File: config.mk
export PLATFORM = sky130hd
export DESIGN_NAME = iter_divider
export DESIGN_NICKNAME = d
export VERILOG_FILES = /design/src/rtl/iter_divider.sv
export SDC_FILE = /design/constraint.sdc
export NUM_CORES = 1
export LEC_CHECK = 0
export BUFFER_PORTS_ARGS = -buffer_cell sky130_fd_sc_hd__buf_2
export CAP_MARGIN = 20
export CELL_PAD_IN_SITES_DETAIL_PLACEMENT = 1
export CELL_PAD_IN_SITES_GLOBAL_PLACEMENT = 1
export CORE_ASPECT_RATIO = 1.2
export CORE_MARGIN = 5
export CORE_UTILIZATION = 39
export CTS_CLUSTER_SIZE = 25
export DETAILED_ROUTE_END_ITERATION = 16
export PLACE_DENSITY_LB_ADDON = 0.1
export SETUP_SLACK_MARGIN = 0.15
export SLEW_MARGIN = 20
export SYNTH_ARGS = -nofsm -noshare
export SYNTH_HDL_FRONTEND = slang
export SYNTH_SLANG_ARGS = --single-unit
File: constraint.sdc
create_clock -name clk -period 11.5 [get_ports clk]
set_input_delay 2.3 -clock clk [delete_from_list [all_inputs] [get_ports clk]]
set_output_delay 2.3 -clock clk [all_outputs]
set_load 0.03 [all_outputs]
File: src/rtl/iter_divider.sv
// Radix-2 restoring divider answering the EX-stage divide handshake.
// Returns {remainder, quotient} for HI/LO; one WIDTH-step division at a time.
module iter_divider #(
    parameter int unsigned WIDTH = 32
) (
    input  logic               clk,
    input  logic               rst,
    input  logic               signed_div_i,
    input  logic [WIDTH-1:0]   opdata1_i,
    input  logic [WIDTH-1:0]   opdata2_i,
    input  logic               start_i,
    input  logic               annul_i,
    output logic [2*WIDTH-1:0] result_o,
    output logic               ready_o
);

    localparam int unsigned CW = (WIDTH > 1) ? $clog2(WIDTH) : 1;

    typedef enum logic [1:0] {
        IDLE,
        DZERO,
        BUSY,
        DONE
    } state_t;

    state_t           r_state;
    logic [CW-1:0]    r_cnt;
    logic [WIDTH-1:0] r_rem;
    logic [WIDTH-1:0] r_dvd;
    logic [WIDTH-1:0] r_dsr;
    logic             r_neg_q;
    logic             r_neg_r;

    logic [WIDTH-1:0] w_a_abs;
    logic [WIDTH-1:0] w_b_abs;
    logic [WIDTH+1:0] w_trial;
    logic             w_ge;
    logic [WIDTH-1:0] w_rem_nxt;
    logic [WIDTH-1:0] w_quo_nxt;
    logic [WIDTH-1:0] w_rem_fix;
    logic [WIDTH-1:0] w_quo_fix;
    logic             w_unused;

    assign w_a_abs = (signed_div_i && opdata1_i[WIDTH-1]) ? -opdata1_i : opdata1_i;
    assign w_b_abs = (signed_div_i && opdata2_i[WIDTH-1]) ? -opdata2_i : opdata2_i;

    // Two guard bits: {rem,msb} can reach 2*|divisor|-1, so the sign sits above WIDTH+1 bits.
    assign w_trial   = {1'b0, r_rem, r_dvd[WIDTH-1]} - {2'b00, r_dsr};
    assign w_ge      = ~w_trial[WIDTH+1];
    assign w_rem_nxt = w_ge ? w_trial[WIDTH-1:0] : {r_rem[WIDTH-2:0], r_dvd[WIDTH-1]};
    assign w_quo_nxt = {r_dvd[WIDTH-2:0], w_ge};
    assign w_quo_fix = r_neg_q ? -w_quo_nxt : w_quo_nxt;
    assign w_rem_fix = r_neg_r ? -w_rem_nxt : w_rem_nxt;
    assign w_unused  = w_trial[WIDTH];

    always_ff @(posedge clk) begin
        if (rst) begin
            r_state  <= IDLE;
            ready_o  <= 1'b0;
            result_o <= '0;
            r_cnt    <= '0;
            r_rem    <= '0;
            r_dvd    <= '0;
            r_dsr    <= '0;
            r_neg_q  <= 1'b0;
            r_neg_r  <= 1'b0;
        end else begin
            case (r_state)
                IDLE: begin
                    ready_o  <= 1'b0;
                    result_o <= '0;
                    if (start_i && !annul_i) begin
                        if (opdata2_i == '0) begin
                            r_state <= DZERO;
                        end else begin
                            r_dvd   <= w_a_abs;
                            r_dsr   <= w_b_abs;
                            r_rem   <= '0;
                            r_neg_q <= signed_div_i & (opdata1_i[WIDTH-1] ^ opdata2_i[WIDTH-1]);
                            r_neg_r <= signed_div_i & opdata1_i[WIDTH-1];
                            r_cnt   <= '0;
                            r_state <= BUSY;
                        end
                    end
                end
                DZERO: begin
                    result_o <= '0;
                    r_state  <= annul_i ? IDLE : DONE;
                end
                BUSY: begin
                    if (annul_i) begin
                        result_o <= '0;
                        r_state  <= IDLE;
                    end else begin
                        r_rem <= w_rem_nxt;
                        r_dvd <= w_quo_nxt;
                        r_cnt <= r_cnt + CW'(1);
                        if (r_cnt == CW'(WIDTH - 1)) begin
                            result_o <= {w_rem_fix, w_quo_fix};
                            r_state  <= DONE;
                        end
                    end
                end
                DONE: begin
                    // ready_o rises one cycle after entry, so a start already low still sees a 1-cycle pulse.
                    if (!ready_o) begin
                        ready_o <= 1'b1;
                    end else if (!start_i) begin
                        ready_o  <= 1'b0;
                        result_o <= '0;
                        r_state  <= IDLE;
                    end
                end
                default: begin
                    ready_o  <= 1'b0;
                    result_o <= '0;
                    r_state  <= IDLE;
                end
            endcase
        end
    end

endmodule

==> impl_metrics.env <==
export IMPL_drive_above_1_share_pct=13.36
export IMPL_drtIter0Drc=475
export IMPL_cts_tree="done"
export IMPL_drt_pass1_iterations=4
export IMPL_cp_max_fo=70
export IMPL_grt_pass1_vias=12045
export IMPL_ys_seq_elements=170
export IMPL_synth_compound_area_share_pct=27.38
export IMPL_power_density_nw_per_um2=225.1
export IMPL_wl_per_cell_microns=18.93
export IMPL_setup_violations=0
export IMPL_routed_wirelength_microns=38710
export IMPL_hpwl_microns=29200
export IMPL_viasPerCell=5.688
export IMPL_grt_max_degree=82
export IMPL_clkLatencyLatePin_ns=0.45
export IMPL_port_buffers=133
export IMPL_ff2ff_path_depth=16
export IMPL_grt_total_usage_pct=23.02
export IMPL_cts_setup_buffers=0
export IMPL_p_leak_uw=0.005225
export IMPL_yosysWarnings=0
export IMPL_synthCells=1568
export IMPL_synth_xor_area_share_pct=10.08
export IMPL_crit_type="primary input to flop"
export IMPL_synthMuxAreaShare_pct=0.8813
export IMPL_post_route_period_util_pct=50.29
export IMPL_die_w_microns=167.7
export IMPL_die_h_microns=199.3
export IMPL_synth_net_count=1679
export IMPL_r2r_start="r_rem[17]"
export IMPL_yosysSeqAreaShare_pct=29.23
export IMPL_worstPathArrival_ns=6.09
export IMPL_timing_setup_tns_ns=0
export IMPL_ctsResizeCount=0
export IMPL_grt_overflow=0
export IMPL_initial_utilization_pct=39.43
export IMPL_cts_sink_count=170
export IMPL_drc=0
export IMPL_clockRootBuffer="clkbuf_16"
export IMPL_ant_nets=0
export IMPL_antenna_found_initial=0
export IMPL_synth_flop_cell="dfxtp_1"
export IMPL_slew_violations=0
export IMPL_timing_max_cap_violations=0
export IMPL_nets=1752
export IMPL_ys_types=93
export IMPL_final_cell_count_no_fill=2045
export IMPL_reg2reg_slack_ns=6.58
export IMPL_synthSimpleGateAreaFrac_pct=22.71
export IMPL_hold_class="flop to flop"
export IMPL_crit_path_start_kind="primary input"
export IMPL_synth_top_family_by_area="compound AO/OA/AOI/OAI gates"
export IMPL_critical_path_required_ns=11.80
export IMPL_power_uw=2963
export IMPL_period_minus_slack_ns=5.784
export IMPL_synth_edf_count=0
export IMPL_grt_setup_unrepaired="no"
export IMPL_postCtsHoldBufs=0
export IMPL_synthArstFlopShare_pct=0
export IMPL_placed_cells=2012
export IMPL_holdPathEnd="result_o[62]"
export IMPL_hp_start="result_o[62]"
export IMPL_skew_ns=0.008458
export IMPL_power_ir_vdd_worst_v=0.00008727
export IMPL_synth_area_sq_um=11640
export IMPL_syn_area_per_cell_sq_um=7.424
export IMPL_fillers=3789
export IMPL_grt_pass1_wl_microns=62380
export IMPL_clockBufferDepth=2
export IMPL_slew_headroom_pct=28.51
export IMPL_numCtsBuffers=17
export IMPL_fin_hold_ws_ns=0.4463
export IMPL_io_pins=134
export IMPL_tightest_slew_ns=1.070
export IMPL_core_area_sq_um=29530
export IMPL_status="completed"
export IMPL_place_congestion=0.8971
export IMPL_rows=69
export IMPL_hold_viol_final=0
export IMPL_fmax_mhz=172.9
export IMPL_r2r_end="result_o[60]"
export IMPL_syn2layout_area_growth_pct=13.07
export IMPL_hold_path_depth=2
export IMPL_synth_fa_ha_area_share_pct=4.579
export IMPL_vias=11631
export IMPL_dieArea_sq_um=33420
export IMPL_setup_worst_path_end_class="flop"
export IMPL_clkSlewWorstSetupHoldPaths_ns=0.07
export IMPL_ctsHtreeMaxLevel=4
report_power, final:
| group | switching, uW | internal, uW |
|---|---|---|
| registers | 63.7 | 654 |
| clock network | 261 | 333 |
| logic | 1100 | 554 |
placed cells by master (no fill, tap or decap), drive strengths merged, types with 7 or more instances in the layout:
cell      n
a21o      8
or3      25
nor4     14
and3      7
or4      15
clkbuf   19
nor2b     7
inv      62
o21ai   117
o31ai    25
ha       41
nand3    21
xor2     58
and2     12
a21oi   125
a22oi    70
nor2    190
xnor2    76
nor3     30
o211ai   11
o21a     10
o41ai    12
a31oi    18
dfxtp   170
buf     146
a211oi   36
nand2   225
mux2i     8
cell usage after synthesis, drive strengths merged, types with 15 or more instances:
cell | instances | area (sq um)
or4 | 15 | 120.1
inv | 59 | 221.5
o31ai | 25 | 187.7
xor2 | 58 | 508.0
or3 | 25 | 161.4
dfxtp | 170 | 3403
clkbuf | 70 | 262.8
a211oi | 36 | 275.3
ha | 41 | 513.0
nand3 | 21 | 105.1
a31oi | 18 | 118.9
nand2 | 225 | 847.1
nor3 | 30 | 155.1
nor2 | 190 | 715.7
a22oi | 70 | 525.5
a21oi | 125 | 629.4
xnor2 | 76 | 665.6
o21ai | 117 | 600.6
buf | 22 | 113.9
worst max-delay path by stage:
stage / startpoint / endpoint / depth (start not counted) / slack [ns]
after floorplan: opdata1_i[0] / r_dvd[28] / 13 / 6.53
after global placement: opdata2_i[6] / r_dvd[16] / 14 / 5.31
after detailed placement: opdata2_i[6] / r_dvd[16] / 14 / 5.24
after CTS: opdata2_i[6] / r_dvd[16] / 14 / 5.72
after global routing: opdata2_i[6] / r_dvd[16] / 14 / 5.35
final: opdata2_i[6] / r_dvd[16] / 14 / 5.72
cell type report:
class | count | area [sq um] | share of cell area (%)
diodes | 1 | 2.502 | 0.01901
clock buffers | 19 | 452.9 | 3.441
clock inverters | 13 | 142.6 | 1.084
inverters | 59 | 221.5 | 1.683
multi-input cells | 1247 | 7686 | 58.39
flip-flops and latches | 170 | 3403 | 25.86
well taps | 390 | 488.0 | 3.707
repair buffers | 146 | 765.7 | 5.817
flip-flops by register name, indices dropped and copies added, names as in the netlist:
register and cells:
result_o 64, r_dsr 32, ready_o 1, r_neg_q 1, r_dvd 32, r_cnt 5
r_state 2, r_rem 32, r_neg_r 1
logic make-up after synthesis:
logic type / Yosys count
XOR/XNOR: 134
AND/OR/NAND/NOR: 578
AO/OA/AOI/OAI: 483
buffers and inverters: 151
flip-flops: 170
adder cells (fa/ha/maj): 42
multiplexers: 10
metal layers:
metal / GRT usage [%] / part of all wire [%] / vias up
met2: 45.18 / 55 / 162
li1: - / - / 5731
met4: 8.779 / 3.1 / 0
met1: 25.09 / 40 / 5680
met3: 2.829 / 2.2 / 58
met5: 0 / 0 / -
through the flow:
step | setup slack, ns | utilization [%] | area (sq um)
floorplan | 6.529 | - | 11640
global placement | 5.310 | 42.54 | 12560
detailed placement | 5.239 | 42.54 | 12560
CTS | 5.715 | 44.55 | 13160
global route | 5.350 | 44.57 | 13160
finish | 5.716 | 44.58 | 13160
worst max-delay path: stages:
cell and delay (ns):
buf_2 0.12, or4_1 0.58, nor4_2 0.19, and3b_1 0.27, nand2_1 0.16, or4_4 0.58, nand4b_2 0.11, buf_4 0.45
nor2_1 0.22, nor2_4 0.12, buf_4 0.61, nor2_1 0.12, a21oi_1 0.15, nor2_1 0.05
No activity file was read; power rests on OpenSTA's default activity.
